**src/rtl/hvsync_generator.sv**
```systemverilog
// Video timing generator: free-running pixel/line counters with registered sync pulses.
// Define HVSYNC_POSITIVE_SYNC_EN for active-high hsync/vsync (default is active low).
module hvsync_generator #(
   parameter int unsigned H_DISPLAY = 640,
   parameter int unsigned H_FRONT   = 16,
   parameter int unsigned H_SYNC    = 96,
   parameter int unsigned H_BACK    = 48,
   parameter int unsigned V_DISPLAY = 480,
   parameter int unsigned V_BOTTOM  = 10,
   parameter int unsigned V_SYNC    = 2,
   parameter int unsigned V_TOP     = 33
) (
   input  logic       clk,
   input  logic       reset,
   output logic       hsync,
   output logic       vsync,
   output logic       display_on,
   output logic [9:0] hpos,
   output logic [9:0] vpos
);

   localparam logic [9:0] HMax       = 10'(H_DISPLAY + H_FRONT + H_SYNC + H_BACK - 1);
   localparam logic [9:0] HSyncStart = 10'(H_DISPLAY + H_FRONT);
   localparam logic [9:0] HSyncEnd   = 10'(H_DISPLAY + H_FRONT + H_SYNC - 1);
   localparam logic [9:0] VMax       = 10'(V_DISPLAY + V_BOTTOM + V_SYNC + V_TOP - 1);
   localparam logic [9:0] VSyncStart = 10'(V_DISPLAY + V_BOTTOM);
   localparam logic [9:0] VSyncEnd   = 10'(V_DISPLAY + V_BOTTOM + V_SYNC - 1);
   localparam logic [9:0] HDisplay   = 10'(H_DISPLAY);
   localparam logic [9:0] VDisplay   = 10'(V_DISPLAY);

`ifdef HVSYNC_POSITIVE_SYNC_EN
   localparam logic SyncIdle = 1'b0;
`else
   localparam logic SyncIdle = 1'b1;
`endif

   logic [9:0] hpos_q, hpos_d;
   logic [9:0] vpos_q, vpos_d;
   logic       hsync_q, hsync_d;
   logic       vsync_q, vsync_d;
   logic       h_in_sync, v_in_sync;

   always_comb begin
      hpos_d = hpos_q + 10'd1;
      vpos_d = vpos_q;
      if (hpos_q == HMax) begin
         hpos_d = 10'd0;
         vpos_d = (vpos_q == VMax) ? 10'd0 : vpos_q + 10'd1;
      end

      // Sync compares use the pre-edge counters, so the pulses lag the counters by one clock.
      h_in_sync = (hpos_q >= HSyncStart) && (hpos_q <= HSyncEnd);
      v_in_sync = (vpos_q >= VSyncStart) && (vpos_q <= VSyncEnd);
`ifdef HVSYNC_POSITIVE_SYNC_EN
      hsync_d = h_in_sync;
      vsync_d = v_in_sync;
`else
      hsync_d = ~h_in_sync;
      vsync_d = ~v_in_sync;
`endif
   end

   always_ff @(posedge clk or posedge reset) begin
      if (reset) begin
         hpos_q  <= 10'd0;
         vpos_q  <= 10'd0;
         hsync_q <= SyncIdle;
         vsync_q <= SyncIdle;
      end else begin
         hpos_q  <= hpos_d;
         vpos_q  <= vpos_d;
         hsync_q <= hsync_d;
         vsync_q <= vsync_d;
      end
   end

   assign hpos       = hpos_q;
   assign vpos       = vpos_q;
   assign hsync      = hsync_q;
   assign vsync      = vsync_q;
   assign display_on = (hpos_q < HDisplay) && (vpos_q < VDisplay);

endmodule

```
**config.mk**
```make
export PLATFORM = sky130hd
export DESIGN_NAME = hvsync_generator
export DESIGN_NICKNAME = d
export VERILOG_FILES = /design/src/rtl/hvsync_generator.sv
export SDC_FILE = /design/constraint.sdc
export NUM_CORES = 1
export LEC_CHECK = 0
export CORE_UTILIZATION = 49
export DETAILED_ROUTE_END_ITERATION = 6
export PLACE_DENSITY = 0.78
export SLEW_MARGIN = 10
export SYNTH_ARGS = -nofsm -noshare
export SYNTH_HDL_FRONTEND = slang
export SYNTH_SLANG_ARGS = --single-unit
```
**constraint.sdc**
```tcl
create_clock -name clk -period 2.65 [get_ports clk]
set_input_delay 0.3975 -clock clk [delete_from_list [all_inputs] [get_ports clk]]
set_output_delay 0.3975 -clock clk [all_outputs]
set_load 0.03 [all_outputs]
```
; ---- Word level (Yosys, flattened, before mapping)
; Index checks and enable logic that the tools add are counted.
[totals]
output_inout_bits = 23
reg_bits = 22
wordCells = 21
[classes]
n_mux = 2
n_addsub = 2
n_lt_le_gt_ge = 6
n_reduce_logical = 3
bitwise_logic = 2
n_eq_ne = 2
[ops]
columns = operator, count
row1 = $add 10x1->10 const B, 2
row2 = $eq 10x10->1 const B, 2
row3 = $mux 10, 2
row4 = $ge 10x10->1 const B, 1
row5 = $ge 10x9->1 const B, 1
row6 = $le 10x10->1 const B, 1
row7 = $le 10x9->1 const B, 1
row8 = $lt 10x10->1 const B, 1
row9 = $lt 10x9->1 const B, 1
row10 = $logic_and 1x1->1, 3
row11 = $not 1->1, 2

; ---- Depth between registers and ports, before layout
; Gate-level depths: netlist (run 1).
[depth]
depth_word = 3
mapped_depth = 6

; ---- Worst setup path before layout (run 1)
; Ideal clock, no wire load.
[synth_timing]
kind = reg-to-reg
from = register hpos_q[0], in the netlist hpos[0]
to = register vpos_q[9], in the netlist vpos[9]
required_time_ps = 2573
path_buffers = 0
stages_incl_launch_ff = 6
arrival_time_ps = 2099
setup_slack_ps = 474
path_cell_list = dfrtp_1 ha_1 nand3_2 or4_4 or4_1 a21oi_1
[synth_between]
elab_chain_len = 1
[synth_lines]
columns = element, line
row1 = from (decl), 37  ; logic [9:0] hpos_q, hpos_d;
row2 = from (signal assigned), 70  ; hpos_q <= hpos_d;
row3 = $eq 10x10->1, 46  ; if (hpos_q == HMax) begin
row4 = to (signal assigned), 71  ; vpos_q <= vpos_d;
row5 = to (decl), 38  ; logic [9:0] vpos_q, vpos_d;
; No other way between the ends.
; A chain may end at the register's enable or synchronous reset.

; ---- Worst setup path after layout (run 1)
[layout_timing]
from = register hpos_q[7], in the netlist hpos[7]
to = output port display_on
[layout_between]
elab_chain_len = 2
[layout_lines]
columns = element, line
row1 = $lt 10x10->1, 81  ; assign display_on = (hpos_q < HDisplay) && (vpos_q < VDisplay);
row2 = $logic_and 1x1->1, 81
row3 = to (decl), 17  ; output logic display_on,
; No other way between the ends.

==> results.cfg, run 1 <==
[synthesis]
synth.largest_area_cell = sky130_fd_sc_hd__dfrtp_1
synthDistinctLibCells = 32
synthCells = 113
synth_top_cell_area_share_pct = 43.8
syn-num-nets = 120
synth_warnings = 0
synthesis.area_mm2 = 0.00114
yosys-top-cells-area = sky130_fd_sc_hd__dfrtp_1 (44%), sky130_fd_sc_hd__ha_1 (5.5%), sky130_fd_sc_hd__xnor2_1 (5.4%)
synth_seq_area_share_pct = 48.4
synth.avg_cell_area_um2 = 10.1
seq_cells_post_synth = 22

[clock_tree]
cts.htree.levels = 1
register_clock_pin_slew_on_the_reported_worst_setup_and_hold_paths_ps = 110
clockRootBuffer = sky130_fd_sc_hd__clkbuf_4
cts_post_setup_buffers_inserted = 0
clock_tree.buffer_depth = 2
clock_insertion_delay_worst_skew_ps = 300
clock_sinks = 22
resized_gates_after_cts = 0
tritoncts_clock_tree = yes
postCtsHoldBufs = 0
cts_made_buffers = 3

[drt]
drc_errors = 0
viasPerCell = 5.50
postRouteAntennaNets = 0
totalWireLength_mm = 2.13
route.vias.total = 918
routed_wire_length_per_instance_um = 12.8
dr.pass1.iters = 4
drt_first_iter_violations = 20

[timing]
finalSetupViolations = 0
timing.final.crit_period_ps = 2230
final-hold-violation-count = 0
fin_tns_setup_ps = 0
slew_violations = 0
worst_clock_skew_ps = 2.42
slew-limit-headroom_pct = 45.9
rsz0062_at_grt = no
clock.fmax_mhz = 448
tightestPinTransition_ps = 811
layout_worst_path_cycle_share_pct = 84.2

[placement]
gpl.final_weighted_congestion = 0.800
dp.final_hpwl_mm = 1.59
port_buffers = 24
placedCellCount = 164

[critical_path]
crit_fanout = 7
critical_path.endpoint_type = primary output
setup.worst_path.class = flip-flop to primary output
critPathRequiredTime_ps = 2250
worst_ep_arrival_time_ps = 1830
timing.critical_path.from_type = flip-flop

[global_route]
global_route.overflow_total = 0
global_route.usage.met1_pct = 25.6
globalRouteTotalUtil_pct = 19.5
grtUsageMet3_pct = 3.64
grt_pass1_vias = 861
global_route_wire_length_before_repair_mm = 3.73
globalRouteMet2Util_pct = 31.3
grt_most_used_layer = met2
antenna_found_initial = 0
largest_net_degree_at_the_start_of_global_routing = 23

[cells_and_area]
finish.utilization_pct = 64.8
antenna_cells = 0
seqCellArea_um2 = 553
fill_cell_instance_count_of_the_final_layout = 202
areaGrowthSynthToFinish_pct = 25.4
layoutNonFillerInstCount = 167
nNetsFinal = 148
final_layout_size_suffix_gt1_share_pct = 9.35
multi_input_comb_area_um2 = 557

[die]
die_area_mm2 = 0.00253
dieWidth_um = 50.3
top_level_ports = 25
initial_utilization_pct = 51.7
placementRows = 17
chipHeight_um = 50.3
area_of_the_core_mm2 = 0.00221

[run]
cap_violations = 0

[hold_path]
min-delay-path-class = input port to async pin

[pwr]
worst_ir_drop_vdd_mv = 0.285
power.static_leakage_nw = 0.574
p_per_area_mw_per_mm2 = 341

[outcome]
result_of_the_run = completed
-- flip-flops by register name, indices dropped and copies added (netlist names) --
| register | cells |
|---|---|
| vpos | 10 |
| vsync | 1 |
| hsync | 1 |
| hpos | 10 |
-- power by group --
part | internal, W | leakage [nW] | switching, W
Clock | 0.0000530 | 0.0138 | 0.0000920
Sequential | 0.000336 | 0.286 | 0
Combinational | 0.00000136 | 0.274 | 0.00000626
Total | 0.000390 | 0.574 | 0.0000982
-- cell usage after synthesis --
library cell / instances
sky130_fd_sc_hd__ha_1: 5
sky130_fd_sc_hd__dfrtp_1: 20
sky130_fd_sc_hd__and2_2: 1
sky130_fd_sc_hd__or4b_4: 1
sky130_fd_sc_hd__and3_1: 1
sky130_fd_sc_hd__dfstp_2: 2
sky130_fd_sc_hd__nand3_1: 9
sky130_fd_sc_hd__o21ai_0: 6
sky130_fd_sc_hd__or4_4: 1
sky130_fd_sc_hd__xor2_1: 5
sky130_fd_sc_hd__inv_1: 7
sky130_fd_sc_hd__buf_4: 1
sky130_fd_sc_hd__nand4bb_1: 1
sky130_fd_sc_hd__o31ai_1: 1
sky130_fd_sc_hd__nand2_1: 9
sky130_fd_sc_hd__o21a_1: 1
sky130_fd_sc_hd__xnor2_1: 7
sky130_fd_sc_hd__nand2b_2: 1
sky130_fd_sc_hd__or4_1: 2
sky130_fd_sc_hd__or3_1: 2
sky130_fd_sc_hd__nand4_1: 4
sky130_fd_sc_hd__nand3_2: 1
sky130_fd_sc_hd__nor4_1: 3
sky130_fd_sc_hd__nor2_1: 10
sky130_fd_sc_hd__and4_1: 1
sky130_fd_sc_hd__nand2b_1: 2
sky130_fd_sc_hd__a21oi_1: 2
sky130_fd_sc_hd__nor3_1: 3
sky130_fd_sc_hd__or3_4: 1
sky130_fd_sc_hd__nor3_2: 1
sky130_fd_sc_hd__mux2i_1: 1
sky130_fd_sc_hd__and4_2: 1
-- per-stage QoR --
stage	total power, W	hold WS (ps)	worst slack, ps	instance area [um^2]
floorplan	0.000347	385	474	1140
global placement	0.000350	503	645	1410
detailed placement	0.000350	518	576	1410
CTS	0.000493	540	406	1430
global route	0.000510	575	296	1430
finish	0.000488	535	419	1430
-- per-layer routing --
layer,wire (um),vias to the layer above
met3,130,4
met2,1010,33
li1,-,446
met1,957,435
met4,34,0
met5,0,-
-- layout by cell type, fill, tap and decap left out, drive strengths merged, types with 4 or more instances in the layout --
master and n:
clkdlybuf4s50 24, dfrtp 20, nor2 10, nand3 10, nand2 9, inv 7
xnor2 7, o21ai 6, xor2 5, ha 5, nand4 4, nor3 4
-- worst max-delay path, stage by stage (launching register included) --
cell and delay [ps]:
sky130_fd_sc_hd__dfrtp_1 470, sky130_fd_sc_hd__o21ai_0 220, sky130_fd_sc_hd__nand2_1 70, sky130_fd_sc_hd__nor2_1 100, sky130_fd_sc_hd__clkdlybuf4s50_1 680
-- worst paths after layout --
check | from | endpoint | slack [ps] | cells after the start
max | hpos[7] | display_on | 420 | 4
min | reset | vpos[6] | 540 | 2
max reg2reg | hpos[0] | vpos[9] | 560 | 5
min reg2reg | hpos[0] | hpos[0] | 540 | 1
max in group asynchronous | reset | vpos[2] | 1610 | 2
min in group clk | hpos[0] | hpos[0] | 540 | 1
-- logic make-up after synthesis --
group                    Yosys count  synth area share, %
flip-flops                        22                 48.4
AND/OR/NAND/NOR                   55                 28.3
adder cells (fa/ha/maj)            5                 5.47
AO/OA/AOI/OAI                     10                 4.81
buffers and inverters              8                 2.95
XOR/XNOR                          12                 9.19
multiplexers                       1                0.875
-- final cells by class --
cell class | count | area share [%]
sequential | 22 | 38.6
multi-input combinational | 83 | 38.8
timing repair buffer | 24 | 16.8
inverter | 7 | 1.83
clock buffer | 3 | 1.57
tap | 28 | 2.44
No activity file was read; power rests on OpenSTA's default activity.
==> run 2, diff against run 1 <==
Clock period 2.65 ns to 2.09 ns, I/O delays scaled along.
==> run 2 against run 1 <==
Via count grew 2.1%; core utilization grew 2.4 points; total power grew 37%; non-clock buffer count grew 5; first-iteration DRC count shrank 40%; combinational power grew 47%; clock power grew 61%; critical path type is now flip-flop to flip-flop; largest cell class unchanged; highest routed layer unchanged.
==> results.cfg, run 2 (synthesis gave the netlist of run 1 again) <==
[outcome]
result_of_the_run = completed

[die]
die_area_mm2 = 0.00253
placementRows = 17
initial_utilization_pct = 51.7
dieWidth_um = 50.3
top_level_ports = 25
area_of_the_core_mm2 = 0.00221
chipHeight_um = 50.3

[placement]
dpl-instance-area_mm2 = 0.00145
placedCellCount = 169
dp.final_hpwl_mm = 1.79
port_buffers = 24
gpl.final_weighted_congestion = 0.835

[global_route]
global_route.usage.met1_pct = 29.3
grt_most_used_layer = met2
antenna_found_initial = 0
grtUsageMet3_pct = 2.73
globalRouteTotalUtil_pct = 21.7
largest_net_degree_at_the_start_of_global_routing = 13
global_route.overflow_total = 0
global_route_wire_length_before_repair_mm = 4.07
grt_pass1_vias = 925
globalRouteMet2Util_pct = 32.7

[drt]
drc_errors = 0
route.vias.total = 937
totalWireLength_mm = 2.35
dr.pass1.iters = 4
drt_first_iter_violations = 12
postRouteAntennaNets = 0
routed_wire_length_per_instance_um = 13.6
viasPerCell = 5.42

[critical_path]
worst_ep_arrival_time_ps = 2230
critPathRequiredTime_ps = 2330
critical_path.reg2reg.startpoint = hpos[0]
setup.worst_path.class = flip-flop to flip-flop
r2r_slack_ps = 100
critical_path.endpoint_type = flip-flop
crit_reg_reg_endpoint = vpos[9]
timing.critical_path.from_type = flip-flop
crit_fanout = 6
r2r_cells = 5

[timing]
timing.final.crit_period_ps = 1990
fin_tns_setup_ps = 0
clock.fmax_mhz = 503
slew-limit-headroom_pct = 71.1
rsz0062_at_grt = no
worst_clock_skew_ps = 2.44
layout_worst_path_cycle_share_pct = 95.0
slew_violations = 0
final-hold-violation-count = 0
finalSetupViolations = 0
tightestPinTransition_ps = 433

[cells_and_area]
multi_input_comb_area_um2 = 557
areaGrowthSynthToFinish_pct = 30.0
seqCellArea_um2 = 556
finalInstanceArea_mm2 = 0.00149
antenna_cells = 0
leading_cell_type_in_the_layout_fill_and_taps_excluded = sky130_fd_sc_hd__clkdlybuf4s50_1
layoutNonFillerInstCount = 173
mostFrequentLayoutCells = sky130_fd_sc_hd__clkdlybuf4s50_1 (23), sky130_fd_sc_hd__dfrtp_1 (18), sky130_fd_sc_hd__nor2_1 (10)
fill_cell_instance_count_of_the_final_layout = 178
nNetsFinal = 153
finish.utilization_pct = 67.2
final_layout_size_suffix_gt1_share_pct = 14.5

[clock_tree]
cts_made_buffers = 3
postCtsHoldBufs = 0
tritoncts_clock_tree = yes
clock_sinks = 22
cts.htree.levels = 1
clock_insertion_delay_worst_skew_ps = 310
register_clock_pin_slew_on_the_reported_worst_setup_and_hold_paths_ps = 120
clock_tree.buffer_depth = 2
resized_gates_after_cts = 1
clockRootBuffer = sky130_fd_sc_hd__clkbuf_4
cts_post_setup_buffers_inserted = 0

[pwr]
power_switching_share_pct = 20.2
power.share.combinational_pct = 1.7
power.net_switching_w = 0.000136
p_int_w = 0.000535
p_per_area_mw_per_mm2 = 451
seqPwrFrac_pct = 63.5
power.static_leakage_nw = 0.600
p_clk_share_pct = 34.8
worst_ir_drop_vdd_mv = 0.403

[hold_path]
min-delay-path-class = input port to async pin

[run]
cap_violations = 0
## run 2: power by group through the flow
stage	registers, W	clock network, W	logic (W)
2_1_floorplan	0.000434	0	0.00000632
4_1_cts	0.000426	0.000240	0.0000119
3_5_place_dp	0.000434	0	0.0000119
5_1_grt	0.000426	0.000263	0.0000135
6_report	0.000426	0.000234	0.0000112
3_3_place_gp	0.000434	0	0.0000117
## run 2: how the worst max path moves through the flow
stage                        from  endpoint  slack [ps]  cells past startpoint
final                     hpos[0]   vpos[9]         100                      5
after global routing      hpos[0]   vpos[9]          20                      5
after CTS                 hpos[0]   vpos[9]         110                      5
after detailed placement  hpos[0]   vpos[9]         130                      5
after global placement    hpos[0]   vpos[9]         200                      5
after floorplan           hpos[4]   vpos[4]          30                      5
## run 2: through the flow
step	hold WS [ps]	setup WS (ps)	power, W
6_report	293	104	0.000671
5_1_grt	331	19.6	0.000703
4_1_cts	297	107	0.000678
3_5_place_dp	492	131	0.000446
3_3_place_gp	469	204	0.000445
2_1_floorplan	301	26.0	0.000440
## run 2: cell type report
| type | count | share of cell area [%] |
|---|---|---|
| sequential | 22 | 37.4 |
| multi-input combinational | 83 | 37.5 |
| timing repair buffer | 29 | 18.6 |
| clock buffer | 4 | 2.44 |
| tap | 28 | 2.36 |
| inverter | 7 | 1.77 |
## run 2: worst max-delay path, stage by stage, from the launching register on
cell                      delay, ps
sky130_fd_sc_hd__dfrtp_2        420
sky130_fd_sc_hd__ha_1           230
sky130_fd_sc_hd__nand3_2         80
sky130_fd_sc_hd__or4_4          540
sky130_fd_sc_hd__or4_1          490
sky130_fd_sc_hd__a21oi_1        160
## run 2: per-layer routing
layer | vias up | wire length (um)
met2 | 32 | 1060
met3 | 8 | 109
met4 | 0 | 63
li1 | 459 | -
met5 | - | 0
met1 | 438 | 1110
==> run 3, diff against run 2 <==
Settings changed: CORE_MARGIN from default to 2.
==> run 3 against run 2 <==
Global-route usage fell by 1.6 points; flip-flop and latch count did not move; hold slack got worse by 36 ps; fmax rose by 1.4%; largest cell class unchanged; largest power group unchanged.
==> results.cfg, run 3 (synthesis gave the netlist of run 1 again) <==
[pwr]
p_int_w = 0.000535
power.share.combinational_pct = 1.7
power.static_leakage_nw = 0.600
seqPwrFrac_pct = 63.6
p_per_area_mw_per_mm2 = 450
p_clk_share_pct = 34.7
worst_ir_drop_vdd_mv = 0.348
power.net_switching_w = 0.000134
power_switching_share_pct = 20.0

[die]
initial_utilization_pct = 51.7
dieWidth_um = 52.3
top_level_ports = 25
chipHeight_um = 52.3
placementRows = 17
die_area_mm2 = 0.00274
area_of_the_core_mm2 = 0.00221

[critical_path]
worstPathCellList = ha_1, nand3_2, or4_4, or4_1, a21oi_1
critPathLaunch = hpos[0]
crit_reg_reg_endpoint = vpos[9]
critical_path.endpoint_type = flip-flop
r2r_slack_ps = 130
critPathCapture = vpos[9]
slowest_delay_ps = 540
critical_path.reg2reg.startpoint = hpos[0]
critPathRequiredTime_ps = 2340
crit_fanout = 6
worst_ep_arrival_time_ps = 2210
setup.worst_path.class = flip-flop to flip-flop
cp.buffers_inverters = 0
cp.depth = 5
path_delay_family = simple AND/OR/NAND/NOR gates
r2r_cells = 5
slowest_stage = sky130_fd_sc_hd__or4_4
timing.critical_path.from_type = flip-flop

[timing]
slew-limit-headroom_pct = 70.5
tightestPinTransition_ps = 441
fin_tns_setup_ps = 0
final-hold-violation-count = 0
slew_violations = 0
rsz0062_at_grt = no
timing.final.crit_period_ps = 1960
layout_worst_path_cycle_share_pct = 93.7
clock.fmax_mhz = 511
finalSetupViolations = 0
worst_clock_skew_ps = 6.76

[cells_and_area]
final_layout_size_suffix_gt1_share_pct = 14.5
leading_cell_type_in_the_layout_fill_and_taps_excluded = sky130_fd_sc_hd__clkdlybuf4s50_1
layoutNonFillerInstCount = 173
finalInstanceArea_mm2 = 0.00149
finish.utilization_pct = 67.2
areaGrowthSynthToFinish_pct = 30.0
antenna_cells = 0
nNetsFinal = 153
fill_cell_instance_count_of_the_final_layout = 188
mostFrequentLayoutCells = sky130_fd_sc_hd__clkdlybuf4s50_1 (23), sky130_fd_sc_hd__dfrtp_1 (18), sky130_fd_sc_hd__nor2_1 (10)

[placement]
port_buffers = 24
dpl-instance-area_mm2 = 0.00145
gpl.final_weighted_congestion = 0.873
dp.final_hpwl_mm = 1.81
placedCellCount = 169

[drt]
totalWireLength_mm = 2.34
route.vias.total = 934
postRouteAntennaNets = 0
dr.pass1.iters = 2
viasPerCell = 5.40
drt_first_iter_violations = 2
drc_errors = 0
routed_wire_length_per_instance_um = 13.5

[global_route]
largest_net_degree_at_the_start_of_global_routing = 14
global_route_wire_length_before_repair_mm = 4.06
globalRouteTotalUtil_pct = 20.1
antenna_found_initial = 0
grt_pass1_vias = 888
global_route.overflow_total = 0

[clock_tree]
postCtsHoldBufs = 0
cts_post_setup_buffers_inserted = 0
clock_sinks = 22
cts_made_buffers = 3
tritoncts_clock_tree = yes
clock_tree.buffer_depth = 2
register_clock_pin_slew_on_the_reported_worst_setup_and_hold_paths_ps = 120
clockRootBuffer = sky130_fd_sc_hd__clkbuf_4
clock_insertion_delay_worst_skew_ps = 310
resized_gates_after_cts = 1
cts.htree.levels = 1

[outcome]
result_of_the_run = completed

[run]
cap_violations = 0

[hold_path]
min-delay-path-class = input port to async pin
==> run 3: cell counts in the layout (fill, tap and decap cells not counted) <==
Identical to the previous run, type by type.
==> run 3: metrics by stage <==
step	hold slack, ps	setup WS [ps]	total power, W
after floorplan	301	26.0	0.000440
after global placement	467	203	0.000446
after detailed placement	480	160	0.000446
after CTS	262	128	0.000677
after global routing	284	40.6	0.000693
final	257	132	0.000669
==> run 3: worst min-delay path by stage <==
stage                       start  endpoint  slack [ps]  cells past startpoint
after floorplan             reset   hpos[2]         300                      1
after global placement    hpos[0]   hpos[0]         470                      1
after detailed placement  hpos[0]   hpos[0]         480                      1
after CTS                   reset   hpos[4]         260                      2
after global routing        reset   hpos[6]         280                      2
final                       reset   hpos[7]         260                      2
==> run 3: final cells by class <==
| cell class | instances | area [um^2] | area share [%] |
|---|---|---|---|
| clock buffers | 4 | 36.3 | 2.44 |
| inverters | 7 | 26.3 | 1.77 |
| multi-input cells | 83 | 557 | 37.5 |
| flip-flops and latches | 22 | 556 | 37.4 |
| well taps | 28 | 35.0 | 2.36 |
| repair buffers | 29 | 277 | 18.6 |
==> run 3: power by group through the flow <==
stage / Sequential (W) / Combinational [W] / Clock, W
after global placement: 0.000434 / 0.0000118 / 0
final: 0.000426 / 0.0000111 / 0.000232
after global routing: 0.000426 / 0.0000133 / 0.000254
after CTS: 0.000426 / 0.0000118 / 0.000240
after floorplan: 0.000434 / 0.00000632 / 0
after detailed placement: 0.000434 / 0.0000120 / 0
==> run 3: layer usage <==
| layer | GRT usage, % | up-vias | routed length, um |
|---|---|---|---|
| li1 | - | 460 | - |
| met1 | 26.6 | 444 | 1060 |
| met2 | 33.5 | 25 | 1150 |
| met3 | 3.14 | 5 | 94 |
| met4 | 6.41 | 0 | 38 |
| met5 | 0 | - | 0 |
